===== src/rtl/fetch_pkg.sv =====
`default_nettype none
// ============================================================================
//  Module   : fetch_pkg
//  Brief    : Shared constants, word type and state encoding for the fetch stage.
//  Revision : 1.0
// ============================================================================
package fetch_pkg;

    localparam int WORD_W = 16;

    typedef logic [WORD_W-1:0] word_t;

    localparam word_t RESET_PC  = 16'h0000;
    localparam word_t NOP_INSTR = 16'h0800;

    typedef enum logic [1:0] {
        ST_FETCH  = 2'd0,
        ST_VALID  = 2'd1,
        ST_SQUASH = 2'd2,
        ST_HALTED = 2'd3
    } state_t;

endpackage
`default_nettype wire


===== src/rtl/fetch_if.sv =====
`default_nettype none
// ============================================================================
//  Module   : fetch_if
//  Brief    : Instruction-memory bus plus decode/execute handshake of fetch.
//  Revision : 1.0
// ============================================================================
interface fetch_if;
    import fetch_pkg::*;

    logic  imem_req;
    word_t imem_addr;
    word_t imem_rdata;
    logic  imem_done;
    logic  imem_err;
    logic  stall_in;
    logic  halt_in;
    logic  redirect;
    word_t redirect_pc;
    logic  instr_valid;
    word_t instr_out;
    word_t pc_out;
    word_t pc_plus2_out;
    logic  halted;
    logic  err;

    modport master (
        output imem_req, imem_addr, instr_valid, instr_out, pc_out,
               pc_plus2_out, halted, err,
        input  imem_rdata, imem_done, imem_err, stall_in, halt_in,
               redirect, redirect_pc
    );

    modport slave (
        input  imem_req, imem_addr, instr_valid, instr_out, pc_out,
               pc_plus2_out, halted, err,
        output imem_rdata, imem_done, imem_err, stall_in, halt_in,
               redirect, redirect_pc
    );

endinterface
`default_nettype wire


===== src/rtl/fetch_reg16_en.sv =====
`default_nettype none
// ============================================================================
//  Module   : reg16_en
//  Brief    : 16-bit register with load enable and synchronous reset value.
//  Revision : 1.0
// ============================================================================
module reg16_en
    import fetch_pkg::*;
#(
    parameter word_t RST_VAL = 16'h0000
) (
    input  wire   clk,
    input  wire   rst,
    input  wire   i_en,
    input  word_t i_d,
    output word_t o_q
);

    always_ff @(posedge clk) begin
        if (rst) begin
            o_q <= RST_VAL;
        end else if (i_en) begin
            o_q <= i_d;
        end
    end

endmodule
`default_nettype wire


===== src/rtl/fetch.sv =====
`default_nettype none
// ============================================================================
//  Module   : fetch
//  Brief    : Instruction-fetch stage: PC ownership, imem reads, redirect
//             squashing and halt parking, feeding decode via valid/stall.
//  Revision : 1.0
// ============================================================================
module fetch
    import fetch_pkg::*;
(
    input  wire      clk,
    input  wire      rst,
    fetch_if.master  bus
);

    state_t r_state;
    state_t w_state_nxt;
    word_t  r_pc;
    word_t  r_req_addr;
    word_t  r_instr;
    word_t  r_pc_out;
    word_t  r_pc_plus2;
    logic   r_err;

    logic   w_consume;
    logic   w_req;
    word_t  w_addr;
    word_t  w_addr_p2;
    logic   w_pc_en;
    word_t  w_pc_d;
    logic   w_ra_en;
    word_t  w_ra_d;
    logic   w_cap;
    logic   w_err_set;

    assign w_consume = (r_state == ST_VALID) & ~bus.stall_in;
    assign w_addr_p2 = w_addr + 16'd2;

    always_comb begin
        w_state_nxt = r_state;
        w_req       = 1'b0;
        w_addr      = r_req_addr;
        w_pc_en     = 1'b0;
        w_pc_d      = r_pc;
        w_ra_en     = 1'b0;
        w_ra_d      = r_req_addr;
        w_cap       = 1'b0;
        w_err_set   = 1'b0;

        // A new read from VALID is only launched when it cannot be abandoned
        // in the same cycle, so the request/address hold rule is never broken.
        case (r_state)
            ST_FETCH, ST_SQUASH: w_req = 1'b1;
            ST_VALID: begin
                w_addr = r_pc;
                w_req  = w_consume & ~bus.halt_in & ~bus.redirect;
            end
            default: w_req = 1'b0;
        endcase

        if (r_state == ST_HALTED) begin
            w_state_nxt = ST_HALTED;
        end else if (bus.redirect) begin
            if (bus.redirect_pc[0]) begin
                w_err_set   = 1'b1;
                w_state_nxt = ST_HALTED;
            end else begin
                w_pc_en = 1'b1;
                w_pc_d  = bus.redirect_pc;
                if ((r_state == ST_VALID) || bus.imem_done) begin
                    w_ra_en     = 1'b1;
                    w_ra_d      = bus.redirect_pc;
                    w_state_nxt = ST_FETCH;
                end else begin
                    w_state_nxt = ST_SQUASH;
                end
            end
        end else if (w_consume && bus.halt_in) begin
            w_state_nxt = ST_HALTED;
        end else if (w_req && bus.imem_done) begin
            if (r_state == ST_SQUASH) begin
                w_ra_en     = 1'b1;
                w_ra_d      = r_pc;
                w_state_nxt = ST_FETCH;
            end else if (bus.imem_err) begin
                w_err_set   = 1'b1;
                w_state_nxt = ST_HALTED;
            end else begin
                w_cap       = 1'b1;
                w_pc_en     = 1'b1;
                w_pc_d      = w_addr_p2;
                w_ra_en     = 1'b1;
                w_ra_d      = w_addr;
                w_state_nxt = ST_VALID;
            end
        end else if (w_req && (r_state == ST_VALID)) begin
            w_ra_en     = 1'b1;
            w_ra_d      = r_pc;
            w_state_nxt = ST_FETCH;
        end
    end

    always_ff @(posedge clk) begin
        if (rst) begin
            r_state <= ST_FETCH;
            r_err   <= 1'b0;
        end else begin
            r_state <= w_state_nxt;
            if (w_err_set) begin
                r_err <= 1'b1;
            end
        end
    end

    reg16_en #(.RST_VAL(RESET_PC)) u_pc (
        .clk(clk), .rst(rst), .i_en(w_pc_en), .i_d(w_pc_d), .o_q(r_pc)
    );

    reg16_en #(.RST_VAL(RESET_PC)) u_req_addr (
        .clk(clk), .rst(rst), .i_en(w_ra_en), .i_d(w_ra_d), .o_q(r_req_addr)
    );

    reg16_en #(.RST_VAL(NOP_INSTR)) u_instr (
        .clk(clk), .rst(rst), .i_en(w_cap), .i_d(bus.imem_rdata), .o_q(r_instr)
    );

    reg16_en #(.RST_VAL(RESET_PC)) u_pc_out (
        .clk(clk), .rst(rst), .i_en(w_cap), .i_d(w_addr), .o_q(r_pc_out)
    );

    reg16_en #(.RST_VAL(RESET_PC + 16'd2)) u_pc_plus2 (
        .clk(clk), .rst(rst), .i_en(w_cap), .i_d(w_addr_p2), .o_q(r_pc_plus2)
    );

    assign bus.imem_req     = w_req;
    assign bus.imem_addr    = w_addr;
    assign bus.instr_valid  = (r_state == ST_VALID);
    assign bus.instr_out    = (r_state == ST_VALID) ? r_instr : NOP_INSTR;
    assign bus.pc_out       = r_pc_out;
    assign bus.pc_plus2_out = r_pc_plus2;
    assign bus.halted       = (r_state == ST_HALTED);
    assign bus.err          = r_err;

endmodule
`default_nettype wire


===== src/flat_wrapper.sv =====
// flat-port wrapper written by rule: the top's interface ports become plain ports
module fetch_flat import fetch_pkg::*;
  (clk, rst, bus_imem_req, bus_imem_addr, bus_instr_valid, bus_instr_out, bus_pc_out, bus_pc_plus2_out, bus_halted, bus_err, bus_imem_rdata, bus_imem_done, bus_imem_err, bus_stall_in, bus_halt_in, bus_redirect, bus_redirect_pc);
  fetch_if bus_i ();
  input  wire clk;
  input  wire rst;
  output wire logic [$bits(bus_i.imem_req)-1:0] bus_imem_req;
  output wire logic [$bits(bus_i.imem_addr)-1:0] bus_imem_addr;
  output wire logic [$bits(bus_i.instr_valid)-1:0] bus_instr_valid;
  output wire logic [$bits(bus_i.instr_out)-1:0] bus_instr_out;
  output wire logic [$bits(bus_i.pc_out)-1:0] bus_pc_out;
  output wire logic [$bits(bus_i.pc_plus2_out)-1:0] bus_pc_plus2_out;
  output wire logic [$bits(bus_i.halted)-1:0] bus_halted;
  output wire logic [$bits(bus_i.err)-1:0] bus_err;
  input wire logic [$bits(bus_i.imem_rdata)-1:0] bus_imem_rdata;
  input wire logic [$bits(bus_i.imem_done)-1:0] bus_imem_done;
  input wire logic [$bits(bus_i.imem_err)-1:0] bus_imem_err;
  input wire logic [$bits(bus_i.stall_in)-1:0] bus_stall_in;
  input wire logic [$bits(bus_i.halt_in)-1:0] bus_halt_in;
  input wire logic [$bits(bus_i.redirect)-1:0] bus_redirect;
  input wire logic [$bits(bus_i.redirect_pc)-1:0] bus_redirect_pc;
  assign bus_imem_req = bus_i.imem_req;
  assign bus_imem_addr = bus_i.imem_addr;
  assign bus_instr_valid = bus_i.instr_valid;
  assign bus_instr_out = bus_i.instr_out;
  assign bus_pc_out = bus_i.pc_out;
  assign bus_pc_plus2_out = bus_i.pc_plus2_out;
  assign bus_halted = bus_i.halted;
  assign bus_err = bus_i.err;
  assign bus_i.imem_rdata = bus_imem_rdata;
  assign bus_i.imem_done = bus_imem_done;
  assign bus_i.imem_err = bus_imem_err;
  assign bus_i.stall_in = bus_stall_in;
  assign bus_i.halt_in = bus_halt_in;
  assign bus_i.redirect = bus_redirect;
  assign bus_i.redirect_pc = bus_redirect_pc;
  fetch u_core (.clk(clk), .rst(rst), .bus(bus_i));
endmodule

===== config.mk =====
export PLATFORM = sky130hd
export DESIGN_NAME = fetch_flat
export DESIGN_NICKNAME = d
export VERILOG_FILES = /design/src/rtl/fetch_pkg.sv /design/src/rtl/fetch_if.sv /design/src/rtl/fetch_reg16_en.sv /design/src/rtl/fetch.sv /design/src/flat_wrapper.sv
export SDC_FILE = /design/constraint.sdc
export NUM_CORES = 1
export LEC_CHECK = 0
export ABC_AREA = 1
export BUFFER_PORTS_ARGS = -buffer_cell sky130_fd_sc_hd__buf_2
export CORE_MARGIN = 2
export CORE_UTILIZATION = 35
export DETAILED_ROUTE_END_ITERATION = 8
export GPL_ROUTABILITY_DRIVEN = 0
export GPL_TIMING_DRIVEN = 0
export HOLD_SLACK_MARGIN = 0.03
export PLACE_DENSITY = 0.64
export SYNTH_ARGS = -nofsm -noshare
export SYNTH_HDL_FRONTEND = slang
export SYNTH_SLANG_ARGS = --single-unit

===== constraint.sdc =====
create_clock -name clk -period 3.6 [get_ports clk]
set_clock_uncertainty 0.2 [all_clocks]
set_input_delay 0.72 -clock clk [delete_from_list [all_inputs] [get_ports clk]]
set_output_delay 0.72 -clock clk [all_outputs]
set_load 0.05 [all_outputs]

==> summary.md <==
| Metric | Value |
|---|---|
| Layout Nets | 861 |
| Yosys warnings | 0 |
| Die area | roughly 0.014 mm^2 |
| Pleak | between 2 and 3 nW |
| M1 wire length | about 6.3 mm |
| Crit-path max cell delay | 0.44 ns |
| FP Rows | slightly above 40 |
| Buf/Inv on CP | 5 |
| Status | complete, no violations |
| Top-area cell type share of the netlist area | between 30% and 40% |
| Fin crit share | 82.4% |
| Crit path time final | 2.97 ns |
| Core area | between 0.01 and 0.015 mm^2 |
| Actual slew at the worst max-slew pin | between 0.6 and 0.7 ns |
| Post-detail-place hpwl | around 10 mm |
| Clock Sinks | 82 |
| Worst EP arrival | around 2 ns |
| Required time worst endpoint | 2.68 ns |
| MaxCap Viol Count | 0 |
| Initial antenna violation count | 0 |
| Largest cells by area after synthesis | dfxtp_1 36%, nand2_1 19%, inv_1 7.8% |
| CP max FO | 10 |
| Insertion delay to the later sink of the worst-skew pair | roughly 0.35 ns |
| Die width | approximately 120 um |
| Relative slew slack | roughly three fifths |
| Crit path capture type | output port |
| Synthesis-to-finish area growth | 22.5% |
| Post-synth EDFFs | 0 |
| First-pass GRT wire length | 21.5 mm |
| Mapped cell area | 0.00450 mm^2 |
| Worst-path clk slew | ~0.060 ns |
| Mean Syn Cell Area | approximately 6.4 um^2 |
| Share of layout cells above drive strength 1 | 21.9% |
| All-Layer GR Usage | about a fifth |
| Die height | 117 um |
| Vias/cell | 4.60 |
| Commonest cells post-synth | 224 x nand2_1, 93 x inv_1, 82 x dfxtp_1 |
| Synth Flop Type | dfxtp_1 |
| Crit path launch type | flip-flop |
| Final setup margin | between 0.6 and 0.7 ns |
| Critical path type | reg2out |
| Clock tree from TritonCTS | built |
| DRC | 0 |
| Post-route ant nets | 0 |
| IO Pins | between 100 and 150 |
| Slowest cell on the critical path | dfxtp_1 |
| Clock Path Buffers | 2 |
| Metal3 WL | between 1 and 1.5 mm |
| Setup TNS | 0 ns |
| Met2 WL | 6.20 mm |
| Post-CTS Setup Repair Bufs | 0 |
| Peak supply drop | ~0.24 mV |
| # hold bufs at CTS | 0 |
| Num CTS Buffers | 9 |
| RSZ-0062 raised after global routing | no |
| HP Class | reg2reg |
| Starting density of the core | 35.8% |
| Antenna diodes | 0 |
| Vias in the first global route | between 4k and 5k |
| Area of the multi-input gates | 0.00226 mm^2 |
| Unique cell type count in the Yosys netlist | 32 |
| Vias post-DR | ~4.6k |
| Fill count | roughly 1.3k |
| Grt ovf | 0 |
| Port Buffers | ~110 |
| Critical Path, Cell by Cell | inv_2 -> nand2_4 -> buf_6 -> buf_4 -> nand2_1 -> o21ai_1 -> inv_1 -> buf_2 |
| Clock Root Buffer | clkbuf_16 |
| Gate Count Post-Synth | between 700 and 800 |
| Leading area contributor after synthesis | dfxtp_1 |
| P per Cell Area | between 400 and 500 mW/mm^2 |
| FF+latch area | between 0.0015 and 0.002 mm^2 |
| Wire length after detailed routing | ~14 mm |
| Number of DRC markers in iteration 0 | about 420 |
| Syn_nets | approximately 750 |
| Final Max Tran Viols | 0 |
| Cts repair resizes | 0 |
| Sequential element share of the synthesized area | between 30% and 40% |
| Avg WL per Cell | ~14 um |
| Final setup fails | 0 |
| Largest net degree at the start of global routing | 15 |
| Drt first pass iters | 5 |
| Max Used Layer | met4 |
| Post-synthesis async set-or-reset flop share | 0% |
| Yosys reg bits | 82 |
| Max frequency | between 0.3 and 0.4 GHz |
| Most frequent cell after synthesis | nand2_1 |
| Final Hold Viols | 0 |
| Delay-heaviest family, CP | buffers and inverters |
| H-tree lvl count | 3 |
| Place WS | 1.04 ns |
[area by class of cell]
| class | count | share of cell area, % |
|---|---|---|
| repair buffers | 105 | 9.53 |
| well taps | 172 | 3.90 |
| clock inverters | 6 | 0.795 |
| flip-flops and latches | 82 | 29.8 |
| plain buffers | 38 | 4.13 |
| clock buffers | 10 | 4.15 |
| inverters | 97 | 6.70 |
| multi-input cells | 488 | 41.0 |
[through the flow]
step	cell area (um^2)	utilization (%)	cells	hold WS, ns	total power [W]
3_3_place_gp	5240	41.7	982	0.236	0.00179
3_5_place_dp	5240	41.7	982	0.242	0.00179
6_report	5510	43.9	998	0.253	0.00264
2_1_floorplan	4500	-	705	0.221	0.00159
4_1_cts	5510	43.9	998	0.256	0.00265
5_1_grt	5510	43.9	998	0.270	0.00276
[worst reg2reg max path, stage by stage, from the launching register on]
cell and delay [ns]:
dfxtp_1 0.37, inv_2 0.15, buf_4 0.21, nand3_1 0.11, nand2_1 0.21, ha_1 0.26
nand3_2 0.15, nor2_4 0.22, nand2_1 0.07, nand2_1 0.10, nand2_1 0.08, o211ai_1 0.11
inv_1 0.06
[cell usage in the layout, fill, tap and decap left out, types with 4 or more instances in the layout]
cell type,n
a21oi_1,49
buf_1,4
buf_2,116
buf_4,11
buf_6,4
clkbuf_1,9
clkbuf_16,9
clkinv_4,4
dfxtp_1,82
inv_1,93
nand2_1,224
nand2_2,11
nand2_4,4
nand3_1,47
nand4_1,4
nor2_1,80
nor2_4,4
o21a_1,7
o21ai_0,15
o21ai_1,19
xor2_1,4
[final timing paths]
check                                           start                        to  slack, ns  cells after the start
worst min-delay path            u_core.u_instr.o_q[8]     u_core.u_instr.o_q[8]       0.25                      2
worst max-delay path                u_core.r_state[1]         bus_imem_addr[15]       0.63                      8
worst max register to register      u_core.r_state[1]  u_core.u_pc_plus2.o_q[7]       1.19                     12
worst min register to register  u_core.u_instr.o_q[8]     u_core.u_instr.o_q[8]       0.25                      2
[kinds of logic after synthesis]
logic type	count (synthesis)	share of synthesized area (%)
simple gates	387	37.8
fa+ha+maj	1	0.278
flops	82	36.5
compound gates	95	11.2
buf+inv	135	13.3
xor+xnor	5	0.974
[routing by layer]
layer,up-vias,GRT usage [%]
li1,2408,-
met4,0,7.76
met5,-,0
met2,167,31.9
met3,20,2.92
met1,1992,26.2
[power by group]
part	leakage (nW)	internal, W	switching [W]	total [W]
sequential	0.671	0.000975	0.0000324	0.00101
clock	0.132	0.000469	0.000396	0.000864
combinational	2.04	0.000211	0.000560	0.000771
[registers in the layout, summed over array words and instances, names as in the netlist]
register / cells
u_core.u_req_addr.o_q: 16
u_core.u_instr.o_q: 16
u_core.bus.err: 1
u_core.u_pc_out.o_q: 15
u_core.u_pc_plus2.o_q: 16
u_core.u_pc.o_q: 16
u_core.r_state: 2
Power figures use the tool's default switching activity.
